File: config.mk
export PLATFORM = sky130hd
export DESIGN_NAME = led_strip_sequencer
export DESIGN_NICKNAME = d
export VERILOG_FILES = /design/src/rtl/led_strip_sequencer.sv
export SDC_FILE = /design/constraint.sdc
export NUM_CORES = 1
export LEC_CHECK = 0
export CORE_ASPECT_RATIO = 1.5
export CORE_UTILIZATION = 30
export DETAILED_ROUTE_END_ITERATION = 10
export GPL_TIMING_DRIVEN = 0
export PLACE_DENSITY_LB_ADDON = 0.2
export SYNTH_ARGS = -nofsm -noshare
export SYNTH_HDL_FRONTEND = slang
export SYNTH_SLANG_ARGS = --single-unit
File: constraint.sdc
create_clock -name clk -period 2.97 [get_ports clk]
set_input_delay 0.594 -clock clk [delete_from_list [all_inputs] [get_ports clk]]
set_output_delay 0.594 -clock clk [all_outputs]
set_load 0.02 [all_outputs]
File: src/rtl/led_strip_sequencer.sv
// led_strip_sequencer: bit/frame/latch timing for a single-wire addressable LED strip.
// It steps an external shift-register transmitter through 24-bit frames, one bit period
// at a time, and closes each refresh with a long low latch gap.
// Optional feature: define LED_SEQ_AUTO_REFRESH_EN to restart a new refresh
// automatically after every latch gap. In that build only rst returns the block to IDLE.
module led_strip_sequencer #(
    parameter int T0H_CYC   = 10,
    parameter int T1H_CYC   = 20,
    parameter int BIT_CYC   = 32,
    parameter int LATCH_CYC = 1400,
    parameter int N_LEDS    = 8
) (
    input  logic clk,
    input  logic rst,
    input  logic start,
    output logic busy,
    output logic done,
    output logic seq_err,
    output logic led_dout,
    output logic new_bit_rqst,
    output logic new_frame_rqst,
    input  logic bit_to_transmit,
    input  logic all_bits_shifted,
    input  logic new_frames_set_rqst
);

    localparam int BW = $clog2(BIT_CYC);
    localparam int FW = $clog2(N_LEDS + 1);
    localparam int LW = $clog2(LATCH_CYC);

    localparam logic [BW-1:0] C_T0H_LAST   = BW'(T0H_CYC - 1);
    localparam logic [BW-1:0] C_T1H_LAST   = BW'(T1H_CYC - 1);
    localparam logic [BW-1:0] C_BIT_LAST   = BW'(BIT_CYC - 1);
    localparam logic [BW-1:0] C_BIT_ONE    = BW'(1);
    localparam logic [FW-1:0] C_N_LEDS     = FW'(N_LEDS);
    localparam logic [FW-1:0] C_FRAME_ONE  = FW'(1);
    localparam logic [LW-1:0] C_LATCH_LAST = LW'(LATCH_CYC - 1);
    localparam logic [LW-1:0] C_LATCH_ONE  = LW'(1);

    typedef enum logic [2:0] {
        S_IDLE  = 3'd0,
        S_HIGH  = 3'd1,
        S_LOW   = 3'd2,
        S_LOAD  = 3'd3,
        S_LATCH = 3'd4
    } state_t;

    state_t        r_state,     w_state_next;
    logic [BW-1:0] r_bit_cnt,   w_bit_cnt_next;
    logic [FW-1:0] r_frame_cnt, w_frame_cnt_next;
    logic [LW-1:0] r_latch_cnt, w_latch_cnt_next;
    logic          r_cur_bit,   w_cur_bit_next;
    logic          r_set_seen,  w_set_seen_next;
    logic          r_seq_err,   w_seq_err_next;
    logic          r_busy;
    logic          r_led_dout;

    // In the first cycle of a bit the captured register is not loaded yet, so the
    // high-time threshold is taken straight from the transmitter input.
    logic          w_eff_bit;
    logic [BW-1:0] w_high_last;
    logic [FW-1:0] w_frame_inc;

    assign w_eff_bit   = (r_bit_cnt == '0) ? bit_to_transmit : r_cur_bit;
    assign w_high_last = w_eff_bit ? C_T1H_LAST : C_T0H_LAST;
    assign w_frame_inc = r_frame_cnt + C_FRAME_ONE;

    assign busy           = r_busy;
    assign led_dout       = r_led_dout;
    assign seq_err        = r_seq_err;
    assign done           = (r_state == S_LATCH) && (r_latch_cnt == C_LATCH_LAST);
    assign new_bit_rqst   = (r_state == S_HIGH) && (r_bit_cnt == C_BIT_ONE);
    assign new_frame_rqst = (r_state == S_LOAD);

    // Next-state and counter logic for the bit/frame/latch sequence.
    always_comb begin
        w_state_next     = r_state;
        w_bit_cnt_next   = r_bit_cnt;
        w_frame_cnt_next = r_frame_cnt;
        w_latch_cnt_next = r_latch_cnt;
        w_cur_bit_next   = r_cur_bit;
        w_set_seen_next  = r_set_seen;
        w_seq_err_next   = r_seq_err;

        case (r_state)
            S_IDLE: begin
                if (start) begin
                    w_state_next     = S_HIGH;
                    w_bit_cnt_next   = '0;
                    w_frame_cnt_next = '0;
                end
            end
            S_HIGH: begin
                if (r_bit_cnt == '0) begin
                    w_cur_bit_next = bit_to_transmit;
                end
                w_bit_cnt_next = r_bit_cnt + C_BIT_ONE;
                if (r_bit_cnt == w_high_last) begin
                    w_state_next = S_LOW;
                end
            end
            S_LOW: begin
                if (r_bit_cnt == C_BIT_LAST) begin
                    w_bit_cnt_next  = '0;
                    w_set_seen_next = new_frames_set_rqst;
                    w_state_next    = all_bits_shifted ? S_LOAD : S_HIGH;
                end else begin
                    w_bit_cnt_next = r_bit_cnt + C_BIT_ONE;
                end
            end
            S_LOAD: begin
                w_frame_cnt_next = w_frame_inc;
                if (r_set_seen) begin
                    // End of set: the frame count must match the strip length.
                    w_state_next = S_LATCH;
                    if (w_frame_inc != C_N_LEDS) begin
                        w_seq_err_next = 1'b1;
                    end
                end else if (w_frame_inc == C_N_LEDS) begin
                    // Strip is full but the transmitter still claims more frames.
                    w_state_next   = S_LATCH;
                    w_seq_err_next = 1'b1;
                end else begin
                    w_state_next = S_HIGH;
                end
            end
            S_LATCH: begin
                if (r_latch_cnt == C_LATCH_LAST) begin
                    w_latch_cnt_next = '0;
`ifdef LED_SEQ_AUTO_REFRESH_EN
                    w_state_next     = S_HIGH;
                    w_bit_cnt_next   = '0;
                    w_frame_cnt_next = '0;
`else
                    w_state_next     = S_IDLE;
`endif
                end else begin
                    w_latch_cnt_next = r_latch_cnt + C_LATCH_ONE;
                end
            end
            default: begin
                w_state_next = S_IDLE;
            end
        endcase
    end

    // State, counters and registered outputs; reset wins over everything, including start.
    always_ff @(posedge clk) begin
        if (rst) begin
            r_state     <= S_IDLE;
            r_bit_cnt   <= '0;
            r_frame_cnt <= '0;
            r_latch_cnt <= '0;
            r_cur_bit   <= 1'b0;
            r_set_seen  <= 1'b0;
            r_seq_err   <= 1'b0;
            r_busy      <= 1'b0;
            r_led_dout  <= 1'b0;
        end else begin
            r_state     <= w_state_next;
            r_bit_cnt   <= w_bit_cnt_next;
            r_frame_cnt <= w_frame_cnt_next;
            r_latch_cnt <= w_latch_cnt_next;
            r_cur_bit   <= w_cur_bit_next;
            r_set_seen  <= w_set_seen_next;
            r_seq_err   <= w_seq_err_next;
            r_busy      <= (w_state_next != S_IDLE);
            r_led_dout  <= (w_state_next == S_HIGH);
        end
    end

endmodule

==> results of run 1 <==
power by group through the flow:
stage	registers, uW	logic (uW)	clock network, uW
final	391	73.4	238
after global routing	392	81.2	268
after CTS	391	73.7	248
after detailed placement	400	73.4	0
after global placement	399	72.6	0
after floorplan	402	43.1	0
cell families after synthesis:
group / synth area share [%]
buffers and inverters: 3.64
AND/OR/NAND/NOR: 29.7
XOR/XNOR: 8.30
AO/OA/AOI/OAI: 11.6
adder cells (fa/ha/maj): 6.78
flip-flops: 38.0
multiplexers: 2.03
stage by stage:
| stage | cell area [sq um] | util [%] |
|---|---|---|
| 2_1_floorplan | 1480 | - |
| 4_1_cts | 1720 | 37.3 |
| 6_report | 1720 | 37.3 |
| 3_3_place_gp | 1670 | 36.1 |
| 3_5_place_dp | 1670 | 36.1 |
| 5_1_grt | 1720 | 37.3 |
area by class of cell:
class / instances / share of cell area (%)
timing repair buffer: 11 / 6.40
clock buffer: 4 / 3.20
buffer: 7 / 2.03
sequential: 28 / 32.6
inverter: 5 / 1.09
multi-input combinational: 127 / 50.1
tap: 64 / 4.65
tightest hold or removal path, delay by kind of cell (launching register included):
family	cells	cell delay, ps
DFF	1	330
and+or+nand+nor	1	70
AOI/OAI and AO/OA	1	40
Yosys cell counts, types with 2 or more instances:
| cell | n |
|---|---|
| sky130_fd_sc_hd__dfxtp_1 | 28 |
| sky130_fd_sc_hd__nor2_1 | 22 |
| sky130_fd_sc_hd__nand2_1 | 10 |
| sky130_fd_sc_hd__xnor2_1 | 10 |
| sky130_fd_sc_hd__nand3_1 | 9 |
| sky130_fd_sc_hd__nor3_1 | 9 |
| sky130_fd_sc_hd__a21oi_1 | 8 |
| sky130_fd_sc_hd__ha_1 | 8 |
| sky130_fd_sc_hd__inv_1 | 5 |
| sky130_fd_sc_hd__buf_2 | 4 |
| sky130_fd_sc_hd__nand2b_1 | 4 |
| sky130_fd_sc_hd__nand4_1 | 4 |
| sky130_fd_sc_hd__xor2_1 | 4 |
| sky130_fd_sc_hd__mux2i_1 | 3 |
| sky130_fd_sc_hd__nor3b_1 | 3 |
| sky130_fd_sc_hd__nor4_1 | 3 |
| sky130_fd_sc_hd__and3_1 | 2 |
| sky130_fd_sc_hd__clkbuf_1 | 2 |
| sky130_fd_sc_hd__nor4_2 | 2 |
| sky130_fd_sc_hd__o21a_1 | 2 |
| sky130_fd_sc_hd__o32ai_1 | 2 |
| sky130_fd_sc_hd__or4b_1 | 2 |
flip-flops by register name, indices dropped and copies added, names as in the netlist:
register and count:
busy 1, r_bit_cnt 5, led_dout 1, r_state 3, r_cur_bit 1, r_set_seen 1, seq_err 1, r_latch_cnt 11
r_frame_cnt 4
worst min-delay path by stage:
stage	end	cells past startpoint	slack (ps)
after floorplan	r_set_seen$_SDFFE_PP0P_	2	460
after global placement	seq_err$_SDFFE_PP0P_	2	460
after detailed placement	seq_err$_SDFFE_PP0P_	2	460
after CTS	seq_err$_SDFFE_PP0P_	2	480
after global routing	seq_err$_SDFFE_PP0P_	2	540
final	seq_err$_SDFFE_PP0P_	2	470
layer usage:
| metal | GRT usage [%] | share of wire (%) |
|---|---|---|
| met2 | 23.9 | 49 |
| met5 | 0 | 0 |
| met1 | 15.4 | 45 |
| met4 | 7.58 | 2.8 |
| met3 | 2.36 | 3.3 |
==> flow_summary.rst, run 1 <==
.. list-table::
   :header-rows: 1

   * - Metric
     - Value
   * - Result of the run
     - finished clean
   * - Post-synth net total
     - 181
   * - Worst reg2reg startpoint
     - r_bit_cnt[1]$_SDFFE_PP0P_
   * - Vertical die dimension
     - 87.9 um
   * - Cell family with the largest share of critical-path delay
     - buffers and inverters
   * - Maximum buffer depth of the clock tree
     - 2
   * - Sequential-to-total area share from yosys stat
     - 38.0%
   * - Root buffer cell
     - sky130_fd_sc_hd__clkbuf_8
   * - Ordered list of cells on the worst path
     - buf_2 -> nand2_1 -> nor2_1 -> clkdlybuf4s50_1
   * - Syn Inst Count
     - 167
   * - Switching share of power
     - 23.5%
   * - Cell taking the most area after synthesis
     - sky130_fd_sc_hd__dfxtp_1
   * - Post-synthesis sequential element count
     - 28
   * - Total die area
     - 5210 sq um
   * - Worst min-delay path class
     - reg -> reg
   * - Ranking of synthesized cells by area
     - sky130_fd_sc_hd__dfxtp_1 38%, sky130_fd_sc_hd__ha_1 6.8%, sky130_fd_sc_hd__xnor2_1 5.9%, sky130_fd_sc_hd__nor2_1 5.6%, sky130_fd_sc_hd__nand3_1 3.1%
   * - Final Max Tran Viols
     - 0
   * - Standard cell with the maximum stage delay on the critical path
     - sky130_fd_sc_hd__clkdlybuf4s50_1
   * - Crit share post-route
     - 92.5%
   * - Sinks on the clock net
     - 28
   * - Pin count of the biggest net entering global routing
     - 16
   * - Share of power burned in combinational logic
     - 10.5%
   * - Peak per-stage delay on the critical path
     - 680 ps
   * - Clock slew at the register clock pins of the worst setup and hold paths
     - 100 ps
   * - Number of antenna-violating nets in the routed design
     - 0
   * - Post-Route Hold Slack
     - 471 ps
   * - Final global-route overflow total
     - 0
   * - Required time worst endpoint
     - 2380 ps
   * - DR pass1 iterations
     - 4
   * - Multi-input gate area in the final layout
     - 862 sq um
   * - Launch point of the worst hold path
     - seq_err$_SDFFE_PP0P_
   * - Clk Latency, worst-skew pair
     - 280 ps
   * - Filler cell count in the final layout
     - 474
   * - Setup clock skew after layout
     - 8.18 ps
   * - Most common cell after layout, fill and taps aside
     - sky130_fd_sc_hd__dfxtp_1
   * - Kind of start point of the critical path
     - flip-flop
   * - Internal power of the cells
     - 537 uW
   * - Number of failing setup endpoints in the final timing report
     - 0
   * - Count of cell instances traversed by the critical path
     - 4
   * - Sum of negative setup slack
     - 0 ps
   * - Final WL
     - 3050 um
   * - Die Wd
     - 59.3 um
   * - RSZ-0062 raised after global routing
     - no
   * - TritonCTS clock tree
     - done
   * - Async set-or-reset flop fraction in the synthesized netlist
     - 0%
   * - Cell area after technology mapping
     - 1480 sq um
   * - Initial cell density of the core
     - 32.0%
   * - Reg2reg end
     - r_bit_cnt[0]$_SDFFE_PP0P_
   * - Clock period minus worst slack
     - 2750 ps
   * - First DRT Iteration DRCs
     - 66
   * - Crit path DAT
     - 2150 ps
   * - Non-filler instance count after layout
     - 246
   * - Power Density
     - 408 nW/um^2
   * - Post-route DRC violation count
     - 0
   * - Synth Area per Inst
     - 8.84 sq um
   * - I/O pins
     - 12
   * - Routed via count
     - 1,224
   * - Total instance count after detailed placement
     - 242
   * - Area added between synthesis and finish
     - 16.6%
   * - Mean routed wirelength per cell
     - 12.4 um
   * - Number of vias per cell after detailed routing
     - 4.98
   * - Clock network fraction of total power
     - 33.9%
   * - Total area of sequential cells
     - 561 sq um
   * - First-pass GRT wire length
     - 5440 um
   * - Net switching power figure
     - 165 uW
   * - Maxcap violations
     - 0
   * - Inserted Diodes
     - 0
   * - Critical Path Sink Type
     - output pin
   * - Overall power of the completed layout
     - 702 uW
   * - Crit Path Category
     - reg -> out
   * - Leakage power of the design
     - 0.000614 uW
   * - Hold-fix buffers, CTS
     - 0
   * - Worst IR drop on VDD
     - 0.181 mV
   * - Vias in the first global route
     - 1,246
   * - Critical Path Sink
     - new_frame_rqst
   * - Initial antenna violation count
     - 0
   * - Post-route setup slack
     - 224 ps
   * - Synth top area share
     - 38.0%
   * - Critical Path Fanout Max
     - 10
   * - Number of gates resized after CTS
     - 0
   * - Layout cells sized above 1
     - 9.89%
   * - Detailed Place HPWL
     - 2290 um
   * - Setup slack of the worst register-to-register path
     - 1050 ps
   * - Number of synthesis warnings
     - 0
   * - Number of cell instances on the worst register-to-register path
     - 6
   * - Worst setup path start
     - r_state[0]$_SDFF_PP0_
   * - Worst Tran Pin Value
     - 696 ps
   * - Floorplan Core Area
     - 4620 sq um
   * - Final estimated routing congestion in global placement
     - 0.843
   * - Final net count
     - 197
   * - Number of synthesized flops with an enable pin
     - 0
   * - Fmax
     - 364 MHz
   * - Worst slew margin relative to its limit
     - 53.2%
   * - Count of unique library cells instantiated by Yosys
     - 43
   * - Proportion of power drawn by flip-flops and latches
     - 55.7%
   * - Crit path buf inv count
     - 2
   * - Number of placement rows
     - 30
   * - Global-route usage over all layers
     - 13.7%
   * - Most frequent cells in the layout
     - 28 x sky130_fd_sc_hd__dfxtp_1, 22 x sky130_fd_sc_hd__nor2_1, 11 x sky130_fd_sc_hd__clkdlybuf4s50_1, 10 x sky130_fd_sc_hd__nand2_1, 10 x sky130_fd_sc_hd__xnor2_1
   * - Final hold violation count
     - 0
   * - Setup slack after placement
     - 543 ps
   * - I/O Buffers
     - 11
   * - Number of CTS-inserted buffers
     - 3
   * - Most used flip-flop cell after synthesis
     - sky130_fd_sc_hd__dfxtp_1
   * - Number of levels in the clock H-tree
     - 1
   * - Buffers inserted by post-CTS timing repair
     - 0
(Power assumes the default switching activity.)
==> run 2: changes to the inputs <==
Settings changed: ABC_AREA set to 1, CAP_MARGIN set to 20.
==> run 2 against run 1 <==
Clock power rose by 27%. Synthesized cell count increased by 20%. Setup slack gained 190 ps. Routed wire length is 2.3% higher. First-iteration DRC count shrank 36%. Largest cell class unchanged.
==> flow_summary.rst, run 2 <==
.. list-table::
   :header-rows: 1

   * - Metric
     - Value
   * - Syn Inst Count
     - 201
   * - DR pass1 iterations
     - 2
   * - Async set-or-reset flop fraction in the synthesized netlist
     - 0%
   * - Synth Area per Inst
     - 7.44 sq um
   * - Number of levels in the clock H-tree
     - 1
   * - Root buffer cell
     - sky130_fd_sc_hd__clkbuf_8
   * - Final WL
     - 3120 um
   * - Result of the run
     - finished clean
   * - Hold-fix buffers, CTS
     - 0
   * - Util after Layout
     - 36.4%
   * - Leakage power of the design
     - 0.000703 uW
   * - Setup slack after placement
     - 706 ps
   * - Sequential-to-total area share from yosys stat
     - 37.5%
   * - Final net count
     - 230
   * - Total die area
     - 5280 sq um
   * - Worst IR drop on VDD
     - 0.168 mV
   * - Power Density
     - 438 nW/um^2
   * - Post-synth net total
     - 215
   * - Fmax
     - 391 MHz
   * - RSZ-0062 raised after global routing
     - no
   * - Worst Tran Pin Value
     - 522 ps
   * - Number of synthesized flops with an enable pin
     - 0
   * - Final estimated routing congestion in global placement
     - 0.814
   * - Net switching power figure
     - 174 uW
   * - Die Wd
     - 59.7 um
   * - Clk Latency, worst-skew pair
     - 280 ps
   * - Internal power of the cells
     - 592 uW
   * - Share of power burned in combinational logic
     - 9.5%
   * - Inserted Diodes
     - 0
   * - Ranking of synthesized cells by area
     - sky130_fd_sc_hd__dfxtp_1 37%, sky130_fd_sc_hd__nand2_1 8.0%, sky130_fd_sc_hd__inv_1 7.3%, sky130_fd_sc_hd__ha_1 6.7%, sky130_fd_sc_hd__nand3_1 6.7%
   * - Top post-synthesis cells by count
     - 32 x sky130_fd_sc_hd__nand2_1, 29 x sky130_fd_sc_hd__inv_1, 28 x sky130_fd_sc_hd__dfxtp_1
   * - Area added between synthesis and finish
     - 17.0%
   * - Regs by FF count
     - r_latch_cnt (11), r_bit_cnt (5), r_frame_cnt (4)
   * - Final Max Tran Viols
     - 0
   * - Mean routed wirelength per cell
     - 11.1 um
   * - Switching share of power
     - 22.7%
   * - Post-synthesis sequential element count
     - 28
   * - Sum of negative setup slack
     - 0 ps
   * - Initial antenna violation count
     - 0
   * - Floorplan Core Area
     - 4810 sq um
   * - Multi-input gate area in the final layout
     - 805 sq um
   * - Flip-flop count of the largest register, all copies and words added
     - 11
   * - Clock period minus worst slack
     - 2560 ps
   * - Critical Path Sink Type
     - output pin
   * - Number of antenna-violating nets in the routed design
     - 0
   * - Top register by number of flip-flops
     - r_latch_cnt
   * - I/O Buffers
     - 10
   * - First DRT Iteration DRCs
     - 42
   * - Number of gates resized after CTS
     - 0
   * - Number of CTS-inserted buffers
     - 3
   * - Post-route setup slack
     - 411 ps
   * - Vias in the first global route
     - 1,265
   * - Total area of sequential cells
     - 561 sq um
   * - Most frequent cells in the layout
     - 32 x sky130_fd_sc_hd__nand2_1, 29 x sky130_fd_sc_hd__inv_1, 28 x sky130_fd_sc_hd__dfxtp_1, 20 x sky130_fd_sc_hd__nor2_1, 20 x sky130_fd_sc_hd__nand3_1
   * - Crit path DAT
     - 1960 ps
   * - Sinks on the clock net
     - 28
   * - First-pass GRT wire length
     - 5440 um
   * - Most used flip-flop cell after synthesis
     - sky130_fd_sc_hd__dfxtp_1
   * - Global-route usage over all layers
     - 13.5%
   * - Clock slew at the register clock pins of the worst setup and hold paths
     - 100 ps
   * - Number of failing setup endpoints in the final timing report
     - 0
   * - Number of vias per cell after detailed routing
     - 4.61
   * - Proportion of power drawn by flip-flops and latches
     - 50.9%
   * - Final hold violation count
     - 0
   * - Count of unique library cells instantiated by Yosys
     - 31
   * - Vertical die dimension
     - 88.5 um
   * - Pin count of the biggest net entering global routing
     - 17
   * - Filler cell count in the final layout
     - 533
   * - Worst slew margin relative to its limit
     - 64.8%
   * - Maximum buffer depth of the clock tree
     - 2
   * - Crit Path Category
     - reg -> out
   * - Setup clock skew after layout
     - 9.41 ps
   * - Initial cell density of the core
     - 31.1%
   * - Required time worst endpoint
     - 2380 ps
   * - Detailed Place HPWL
     - 2420 um
   * - Buffers inserted by post-CTS timing repair
     - 0
   * - Worst min-delay path class
     - reg -> reg
   * - Maxcap violations
     - 0
   * - Number of placement rows
     - 31
   * - Kind of start point of the critical path
     - flip-flop
   * - Routed via count
     - 1,296
   * - Critical Path Fanout Max
     - 4
   * - I/O pins
     - 12
   * - TritonCTS clock tree
     - done
   * - Layout cells sized above 1
     - 9.30%
   * - Cell area after technology mapping
     - 1500 sq um
   * - Cell taking the most area after synthesis
     - sky130_fd_sc_hd__dfxtp_1
   * - Leading cell type by number of instances after synthesis
     - sky130_fd_sc_hd__nand2_1
   * - Most common cell after layout, fill and taps aside
     - sky130_fd_sc_hd__nand2_1
   * - Crit share post-route
     - 86.2%
   * - Number of synthesis warnings
     - 0
   * - Clock network fraction of total power
     - 39.5%
   * - Final global-route overflow total
     - 0
   * - Synth top area share
     - 37.5%
   * - Post-route DRC violation count
     - 0
-- run 2: cell types whose count changed after synthesis, sizes merged, moves of 3 or more --
cell    previous run  this run
inv                5        32
nand2             10        35
nand3              9        23
a21oi              8        18
o21ai              0        10
xnor2             10         1
buf                5         0
nand2b             4         0
and3               3         0
mux2i              3         0
nor3b              3         0
-- run 2: per-layer routing --
layer	global-route usage, %	share of wire, %	up-vias
met3	1.75	1.7	2
li1	-	-	693
met2	24.4	53	10
met1	15.8	44	591
met5	0	0	-
met4	5.07	1.1	0
-- run 2: per-stage QoR --
| step | instance area, sq um | cells | hold slack [ps] | total power [uW] |
|---|---|---|---|---|
| 6_report | 1750 | 281 | 468 | 767 |
| 4_1_cts | 1750 | 281 | 467 | 778 |
| 3_3_place_gp | 1680 | 277 | 444 | 473 |
| 2_1_floorplan | 1500 | 201 | 447 | 446 |
| 5_1_grt | 1750 | 281 | 482 | 804 |
| 3_5_place_dp | 1680 | 277 | 447 | 473 |
-- run 2: power by group through the flow --
stage                     clock network, uW  logic [uW]  registers (uW)
after floorplan                           0        45.0             401
after global placement                    0        73.3             400
after detailed placement                  0        73.6             399
after CTS                               313        74.2             391
after global routing                    328        84.1             392
final                                   303        73.0             390
-- run 2: cell families after synthesis --
group | share of synthesized area, %
AO/OA/AOI/OAI | 13.5
XOR/XNOR | 1.76
adder cells (fa/ha/maj) | 6.69
buffers and inverters | 8.78
flip-flops | 37.5
AND/OR/NAND/NOR | 31.9
-- run 2: worst max-delay path: stages (launching register included) --
cell and delay, ps:
sky130_fd_sc_hd__dfxtp_1 390, sky130_fd_sc_hd__ha_1 260, sky130_fd_sc_hd__inv_1 70, sky130_fd_sc_hd__nor4_1 170, sky130_fd_sc_hd__nand3_1 100, sky130_fd_sc_hd__nor2_1 100
sky130_fd_sc_hd__clkdlybuf4s50_1 600
-- run 2: final cells by class --
cell class | instances | share of cell area, %
Multi-Input combinational cell | 140 | 46.0
Tap cell | 66 | 4.72
Clock inverter | 1 | 1.72
Sequential cell | 28 | 32.0
Inverter | 32 | 7.29
Timing Repair Buffer | 10 | 5.72
Clock buffer | 3 | 2.36
Buffer | 1 | 0.214
-- run 2: final timing paths --
| check | cells after the start | start | slack (ps) | end |
|---|---|---|---|---|
| worst max-delay path | 6 | r_latch_cnt[0]$_SDFFE_PP0N_ | 410 | done |
| worst max register to register | 7 | r_bit_cnt[0]$_SDFFE_PP0P_ | 1280 | r_bit_cnt[3]$_SDFFE_PP0P_ |
| worst min-delay path | 2 | seq_err$_SDFFE_PP0P_ | 470 | seq_err$_SDFFE_PP0P_ |
| worst min register to register | 2 | seq_err$_SDFFE_PP0P_ | 470 | seq_err$_SDFFE_PP0P_ |
